## src/rtl/async_fifo_rd_stream.sv

```systemverilog
// Read-side consumer for the async FIFO: drains the FIFO read port and re-presents words
// as a valid/ready stream through a 2-entry buffer that hides the one-cycle read latency.
module async_fifo_rd_stream #(
    parameter int unsigned SIZE  = 8,
    parameter int unsigned CNT_W = 16
) (
    input  logic             clk_rd,
    input  logic             ainit,
    input  logic             rd_en,
    input  logic             fifo_empty,
    input  logic [SIZE-1:0]  data_rd,
    output logic             req_rd,
    output logic             out_valid,
    output logic [SIZE-1:0]  out_data,
    input  logic             out_ready,
    output logic [CNT_W-1:0] rd_count,
    output logic             busy
);

    typedef enum logic [1:0] {StIdle, StRun, StDrain} state_e;

    state_e           state_q, state_d;
    logic [1:0]       buf_cnt_q, buf_cnt_d;
    logic             inflight_q;
    logic [SIZE-1:0]  buf0_q, buf0_d;
    logic [SIZE-1:0]  buf1_q, buf1_d;
    logic [CNT_W-1:0] rd_count_q;
    logic             pop;
    logic [1:0]       credit;

    assign out_valid = (buf_cnt_q != 2'd0);
    assign out_data  = buf0_q;
    assign rd_count  = rd_count_q;
    assign pop       = out_valid & out_ready;
    assign credit    = buf_cnt_q + {1'b0, inflight_q};

    always_ff @(posedge clk_rd or posedge ainit) begin
        if (ainit) begin
            state_q <= StIdle;
        end else begin
            state_q <= state_d;
        end
    end

    always_comb begin
        state_d = state_q;
        unique case (state_q)
            StIdle:  if (rd_en) state_d = StRun;
            StRun:   if (!rd_en) state_d = StDrain;
            StDrain: begin
                if (rd_en) begin
                    state_d = StRun;
                end else if (!inflight_q && (buf_cnt_q == 2'd0)) begin
                    state_d = StIdle;
                end
            end
            default: state_d = StIdle;
        endcase
    end

    // Credit counts buffered plus in-flight words; a same-cycle pop frees one slot.
    always_comb begin
        req_rd = (state_q == StRun) && !fifo_empty
                 && ({1'b0, credit} < (3'd2 + {2'b00, pop}));
        busy   = (state_q != StIdle);
    end

    // Pop shifts the head out first, then returning read data lands in the new tail slot.
    always_comb begin
        buf0_d    = buf0_q;
        buf1_d    = buf1_q;
        buf_cnt_d = buf_cnt_q;
        if (pop) begin
            buf0_d    = buf1_q;
            buf_cnt_d = buf_cnt_q - 2'd1;
        end
        if (inflight_q) begin
            if (buf_cnt_d == 2'd0) begin
                buf0_d = data_rd;
            end else begin
                buf1_d = data_rd;
            end
            buf_cnt_d = buf_cnt_d + 2'd1;
        end
    end

    always_ff @(posedge clk_rd or posedge ainit) begin
        if (ainit) begin
            buf_cnt_q  <= 2'd0;
            inflight_q <= 1'b0;
            buf0_q     <= '0;
            buf1_q     <= '0;
            rd_count_q <= '0;
        end else begin
            buf_cnt_q  <= buf_cnt_d;
            inflight_q <= req_rd;
            buf0_q     <= buf0_d;
            buf1_q     <= buf1_d;
            if (pop) begin
                rd_count_q <= rd_count_q + 1'b1;
            end
        end
    end

    assert property (@(posedge clk_rd) disable iff (ainit)
                     !(inflight_q && (buf_cnt_q == 2'd2) && !pop))
        else $error("async_fifo_rd_stream: output buffer overflow");

endmodule

```

## config.mk

```make
export PLATFORM = sky130hd
export DESIGN_NAME = async_fifo_rd_stream
export DESIGN_NICKNAME = d
export VERILOG_FILES = /design/src/rtl/async_fifo_rd_stream.sv
export SDC_FILE = /design/constraint.sdc
export NUM_CORES = 1
export LEC_CHECK = 0
export ABC_AREA = 0
export ABC_CLOCK_PERIOD_IN_PS = 1690
export CORE_AREA = 2 2 66 68
export DETAILED_ROUTE_END_ITERATION = 8
export DIE_AREA = 0 0 68 70
export PLACE_DENSITY = 0.84
export SLEW_MARGIN = 20
export SYNTH_ARGS = -nofsm -noshare
export SYNTH_HDL_FRONTEND = slang
export SYNTH_SLANG_ARGS = --single-unit
```

## constraint.sdc

```tcl
create_clock -name clk_rd -period 1.69 [get_ports clk_rd]
set_input_delay 0.2535 -clock clk_rd [delete_from_list [all_inputs] [get_ports clk_rd]]
set_output_delay 0.2535 -clock clk_rd [all_outputs]
set_load 0.02 [all_outputs]
```

Word-level counts from Yosys, hierarchy flattened
Cells that the tools add are included.
{"block": "op_classes", "add_sub_neg": 5, "n_lt_le_gt_ge": 1, "n_eq_ne": 5, "muxes": 10, "bitwise_logic": 2, "reduce_logical": 12}
{"cell": "8-bit 2-to-1 mux", "count": 3}
{"cell": "16-bit by 1-bit adder with 16-bit output (second input constant)", "count": 1}
{"cell": "2-bit 2-to-1 mux", "count": 6}
{"cell": "2-bit zero test", "count": 3}
{"cell": "2-bit one-hot mux with 3 select lines", "count": 1}
{"cell": "2-bit != test (second input constant)", "count": 2}
{"cell": "2-bit nonzero test", "count": 2}
{"cell": "2-bit by 1-bit adder with 3-bit output (first input constant)", "count": 1}
{"cell": "1-bit logical AND", "count": 3}
{"cell": "2-bit by 3-bit < comparator with 1-bit output", "count": 1}
{"cell": "3-bit != test (second input constant)", "count": 1}
{"cell": "3-bit AND reduction", "count": 1}
{"cell": "2-bit by 1-bit adder with 2-bit output", "count": 1}
{"cell": "2-bit by 1-bit adder with 2-bit output (second input constant)", "count": 1}
{"cell": "2-bit by 1-bit equality test with 1-bit output (second input constant)", "count": 1}
{"cell": "2-bit equality test (second input constant)", "count": 1}
{"cell": "1-bit zero test", "count": 2}
{"cell": "2-bit AND reduction", "count": 1}
{"cell": "2-bit by 1-bit subtractor with 2-bit output (second input constant)", "count": 1}
{"cell": "1-bit AND", "count": 1}
{"cell": "1-bit inverter", "count": 1}
{"block": "word_totals", "register_bits": 37, "input_bits": 13, "out_inout_bits": 27}

Logic depth before layout (Yosys ltp)
Gate-level depths: netlist of run 1.
{"block": "logic_depth", "depth_word": 6, "depth_mapped": 11, "depth_no_buf": 9}

Least setup slack after synthesis of run 1
OpenSTA, ideal clock, no wires.
{"block": "synth_path", "kind": "reg-to-output", "start": "register buf_cnt_q[0]", "end": "output req_rd", "arrival_ns": 1.665, "required_time_ns": 1.436, "slack_ns": -0.229, "path_stages_with_launch": 8, "cell_sequence": "dfrtp_1 > inv_1 > ha_1 > nand2b_1 > buf_2 > nor2_1 > nor2_1 > nor3_1"}
{"block": "synth_between", "elab_chain_len": 5}
{"item": "start, declared", "line_no": "23", "source": "logic [1:0] buf_cnt_q, buf_cnt_d;"}
{"item": "start signal, assigned", "line_no": "95", "source": "buf_cnt_q <= buf_cnt_d;"}
{"item": "2-bit nonzero test", "line_no": "31", "source": "assign out_valid = (buf_cnt_q != 2'd0);"}
{"item": "1-bit AND", "line_no": "34", "source": "assign pop = out_valid & out_ready;"}
{"item": "2-bit by 1-bit adder with 3-bit output", "line_no": "64", "source": "&& ({1'b0, credit} < (3'd2 + {2'b00, pop}));"}
{"item": "2-bit by 3-bit < comparator with 1-bit output (*)", "line_no": "64"}
{"item": "1-bit logical AND (*)", "line_no": "64"}
{"item": "end, declared", "line_no": "12", "source": "output logic req_rd,"}
Every way passes the cells marked *; elsewhere a longest branch is shown, timed or not.

Final worst setup path of run 1
{"block": "layout_path", "start": "register buf_cnt_q[0]", "end": "register buf1_q[4]"}
{"block": "layout_between", "elab_chain_len": 6}
{"item": "parallel branches: the longest is 2 deep, another holds 2-bit by 1-bit subtractor with 2-bit output"}
{"item": "2-bit 2-to-1 mux (*)", "line_no": "73", "source": "if (pop) begin"}
{"item": "2-bit zero test (*)", "line_no": "78", "source": "if (buf_cnt_d == 2'd0) begin"}
{"item": "1-bit inverter (no line) (*)"}
{"item": "2-bit AND reduction (no line) (*)"}
{"item": "end signal, assigned", "line_no": "98", "source": "buf1_q <= buf1_d;"}
{"item": "end, declared", "line_no": "26", "source": "logic [SIZE-1:0] buf1_q, buf1_d;"}
Every way passes the cells marked *.
A chain may end at the register's enable or synchronous reset.

==> results of run 1 <==
metrics by stage:
step           std cells  hold slack, ns  instance area (um2)
2_1_floorplan        143           0.317                 1750
3_3_place_gp         243           0.460                 2270
3_5_place_dp         243           0.464                 2270
4_1_cts              257           0.381                 2480
5_1_grt              259           0.448                 2580
6_report             259           0.359                 2580
what timing repair did:
item | CTS | global route
resized for setup | 30 | 32
setup buffers | 6 | 2
cloned | 0 | 0
pin swaps | 8 | 12
setup endpoints to repair | 27 | 31
layer usage:
layer,part of all wire,GRT usage,vias up
met2,0.54,0.277,39
met5,0,0,-
met1,0.39,0.191,625
li1,-,-,606
met3,0.055,0.0515,6
met4,0.017,0.0600,0
cell type report:
class,count,area (um2),area share
Clock buffer,6,82.6,0.0320
Sequential cell,37,926,0.359
Timing Repair Buffer,60,579,0.225
Clock inverter,2,13.8,0.00533
Multi-Input combinational cell,97,892,0.346
Tap cell,52,65.1,0.0252
Inverter,5,21.3,0.00824
sequential cells by signal, summed over array words and instances, names as in the netlist:
register,cells
inflight_q,1
buf_cnt_q,2
rd_count,16
state_q,2
buf1_q,8
out_data,8
final timing paths:
path / start / endpoint / cells after the start / slack (ns)
max: buf_cnt_q[0] / buf1_q[4] / 9 / -0.15
min: ainit / rd_count[12] / 3 / 0.36
max reg2reg: buf_cnt_q[0] / buf1_q[4] / 9 / -0.15
min reg2reg: rd_count[15] / rd_count[15] / 1 / 0.47
max in group asynchronous: ainit / state_q[0] / 3 / 1.00
min in group clk_rd: rd_count[15] / rd_count[15] / 1 / 0.47
kinds of logic (layout without fill, tap and decap cells):
logic type      after synthesis  after routing
compound gates               13             13
buf+inv                       9             73
flops                        37             37
mux                          16             16
xor+xnor                     18             18
fa+ha+maj                     4              4
simple gates                 46             46
cells in the final DEF, fill, tap and decap left out, drive strengths merged, types with 4 or more instances in the layout:
master         instances
xnor2                 13
buf                   23
mux2                   8
clkdlybuf4s50         33
inv                    5
nand2                 20
xor2                   5
o21ai                  9
dfrtp                 37
nor2                   5
mux2i                  8
ha                     4
clkbuf                 6
power by group:
part	total, mW	switching (mW)	internal (mW)
registers	1.42	0.232	1.19
clock network	0.646	0.316	0.330
logic	2.08	0.938	1.14
total	4.15	1.49	2.67
worst min-delay path, delay by kind of cell:
kind / cells / cell delay, ns
buffers and inverters: 3 / 0.84
==> results.toml, run 1 <==
[layout]
layout.filler_cells = 353
antennaDiodeCount = 0
syn_to_final_growth_pct = 52.5
postLayoutCoreUtil = 0.623
final_net_count = 223
drive_gt1_frac = 0.362

[sta]
clock.fmax_mhz = 543
final.period_utilization = 1.09
max-slew-margin-rel = 0.698
setup_repair_after_global_routing_missed_its_margin = "true"
period_minus_slack_ns = 1.84
final_total_negative_setup_slack_ns = -1.37
maxSlewViolCount = 0
final.setup.worst_slack_ns = -0.152
setup-violations-final = 12
tightest_slew_ns = 0.453
timing_hold_violations_final = 0
final_setup_skew_ns = 0.00724

[synthesis]
synth.largest_area_cell = "dfrtp_1"
yosys.cell_types.count = 27
postSynth.asyncResetShare = 1.00
synth.avg_cell_area_um2 = 11.8
post_synth_fa_ha_maj_area_fraction = 0.0296
synth_xor_xnor_area_share = 0.0932
proportion_of_synthesized_area_in_mux_cells = 0.101
proportion_of_synthesized_chip_area_in_sequential_cells = 0.547
mappedNetlistNets = 160
synth_top_area_share = 0.547
synth-seq-cells = 37
synth_edf_count = 0
postSynth.topFlopCell = "dfrtp_1"
yosysWarnings = 0
dominant_combinational_cell_family_by_area_after_synthesis = "simple AND/OR/NAND/NOR gates"
simple_gate_share_of_the_synthesized_area = 0.166
synth.cell_area_mm2 = 0.00169
synth.top_cells.by_area = "dfrtp_1, xnor2_1, mux2_2, mux2i_1, nand2_1"
synth-compound-area-share = 0.0414
most_repeated_cell_in_the_gate_level_netlist_after_synthesis = "dfrtp_1"
most_used_standard_cells_in_the_synthesized_netlist = "dfrtp_1, nand2_1, xnor2_1, o21ai_0"
syn-instance-count = 143

[global_route]
grt_max_degree = 38
grt_pass1_wl_mm = 5.80
overflow = 0
total_routing_resource_utilization_after_global_routing = 0.164
antenna_found_initial = 0
first_global_vias = 1288

[hold_path]
min-delay-path-class = "in -> async"

[setup_path]
cp_required_ns = 1.87
cp.buffers_inverters = 3
critical-path-top-cell-by-count = "buf_6"
crit_path_start_kind = "flip-flop"
timing.setup.critical_path_class = "reg -> reg"
critical_path.cell_chain = "inv_2 -> ha_4 -> buf_6 -> nor2b_4 -> xnor2_2 -> ha_2 -> nor2b_2 -> buf_6 -> mux2_4"
arrival_ns = 2.02
critical_path.top_delay_family = "flip-flops"
timing.critical_path.fanout_max = 8
worst_path_largest_cell_delay_ns = 0.39
crit_path_end_kind = "flip-flop"
timing.critical_path.slowest_stage_cell = "dfrtp_1"

[clock_network]
cts-htree-levels = 2
cts.reportedPaths.clkPinSlew_ns = 0.08
clock_tree.root_cell = "clkbuf_8"
clock_tree_from_tritoncts = "yes"
cts.hold.buffers_added = 0
clkSinkCount = 37
cts_buffers = 5
ctsLongestPathBuffers = 2
worstSkewPairLatency_ns = 0.29

[placement]
dp.final_hpwl_mm = 2.37
routability_congestion_estimate = 0.772
io_buffer_count = 39
setup_slack_at_placement_ns = -0.361

[detailed_routing]
wirelength_mm = 3.58
ant_nets = 0
drtIter0Drc = 83
detailedRoute.firstPassIterationCount = 4
wire_per_inst_um = 13.8
drc = 0
detailroute.via_count = 1276
vias_per_cell = 4.93

[power_and_ir_drop]
finalPower_mw = 4.15
power.leakage_nw = 1.28
power.density_mw_per_mm2 = 1610
peakVddDrop_mv = 0.760

[status]
status = "finished with violations"
violations = "setup timing"

[floorplanning]
initial_core_util = 0.408
fp.dieH_um = 70
dieArea_mm2 = 0.00476
core_region_area_mm2 = 0.00414
placementRows = 24
width_of_the_die_um = 68
io_pins = 40

[flow_run]
cap_violations = 0
Note: power is estimated with default switching activity, not from simulation.
==> run 2, diff against run 1 <==
--- a/config.mk
+++ b/config.mk
@@ -10,6 +10,7 @@
 export CORE_AREA = 2 2 66 68
 export DETAILED_ROUTE_END_ITERATION = 8
 export DIE_AREA = 0 0 68 70
+export HOLD_SLACK_MARGIN = 0.06
 export PLACE_DENSITY = 0.84
 export SLEW_MARGIN = 20
 export SYNTH_ARGS = -nofsm -noshare
==> results of run 2 <==
The final DEF is identical to that of run 1; final timing and power are the same.
==> run 3, diff against run 2 <==
--- a/config.mk
+++ b/config.mk
@@ -12,7 +12,6 @@
 export DIE_AREA = 0 0 68 70
 export HOLD_SLACK_MARGIN = 0.06
 export PLACE_DENSITY = 0.84
-export SLEW_MARGIN = 20
 export SYNTH_ARGS = -nofsm -noshare
 export SYNTH_HDL_FRONTEND = slang
 export SYNTH_SLANG_ARGS = --single-unit
==> results of run 3 <==
The final DEF is identical to that of run 1; final timing and power are the same.
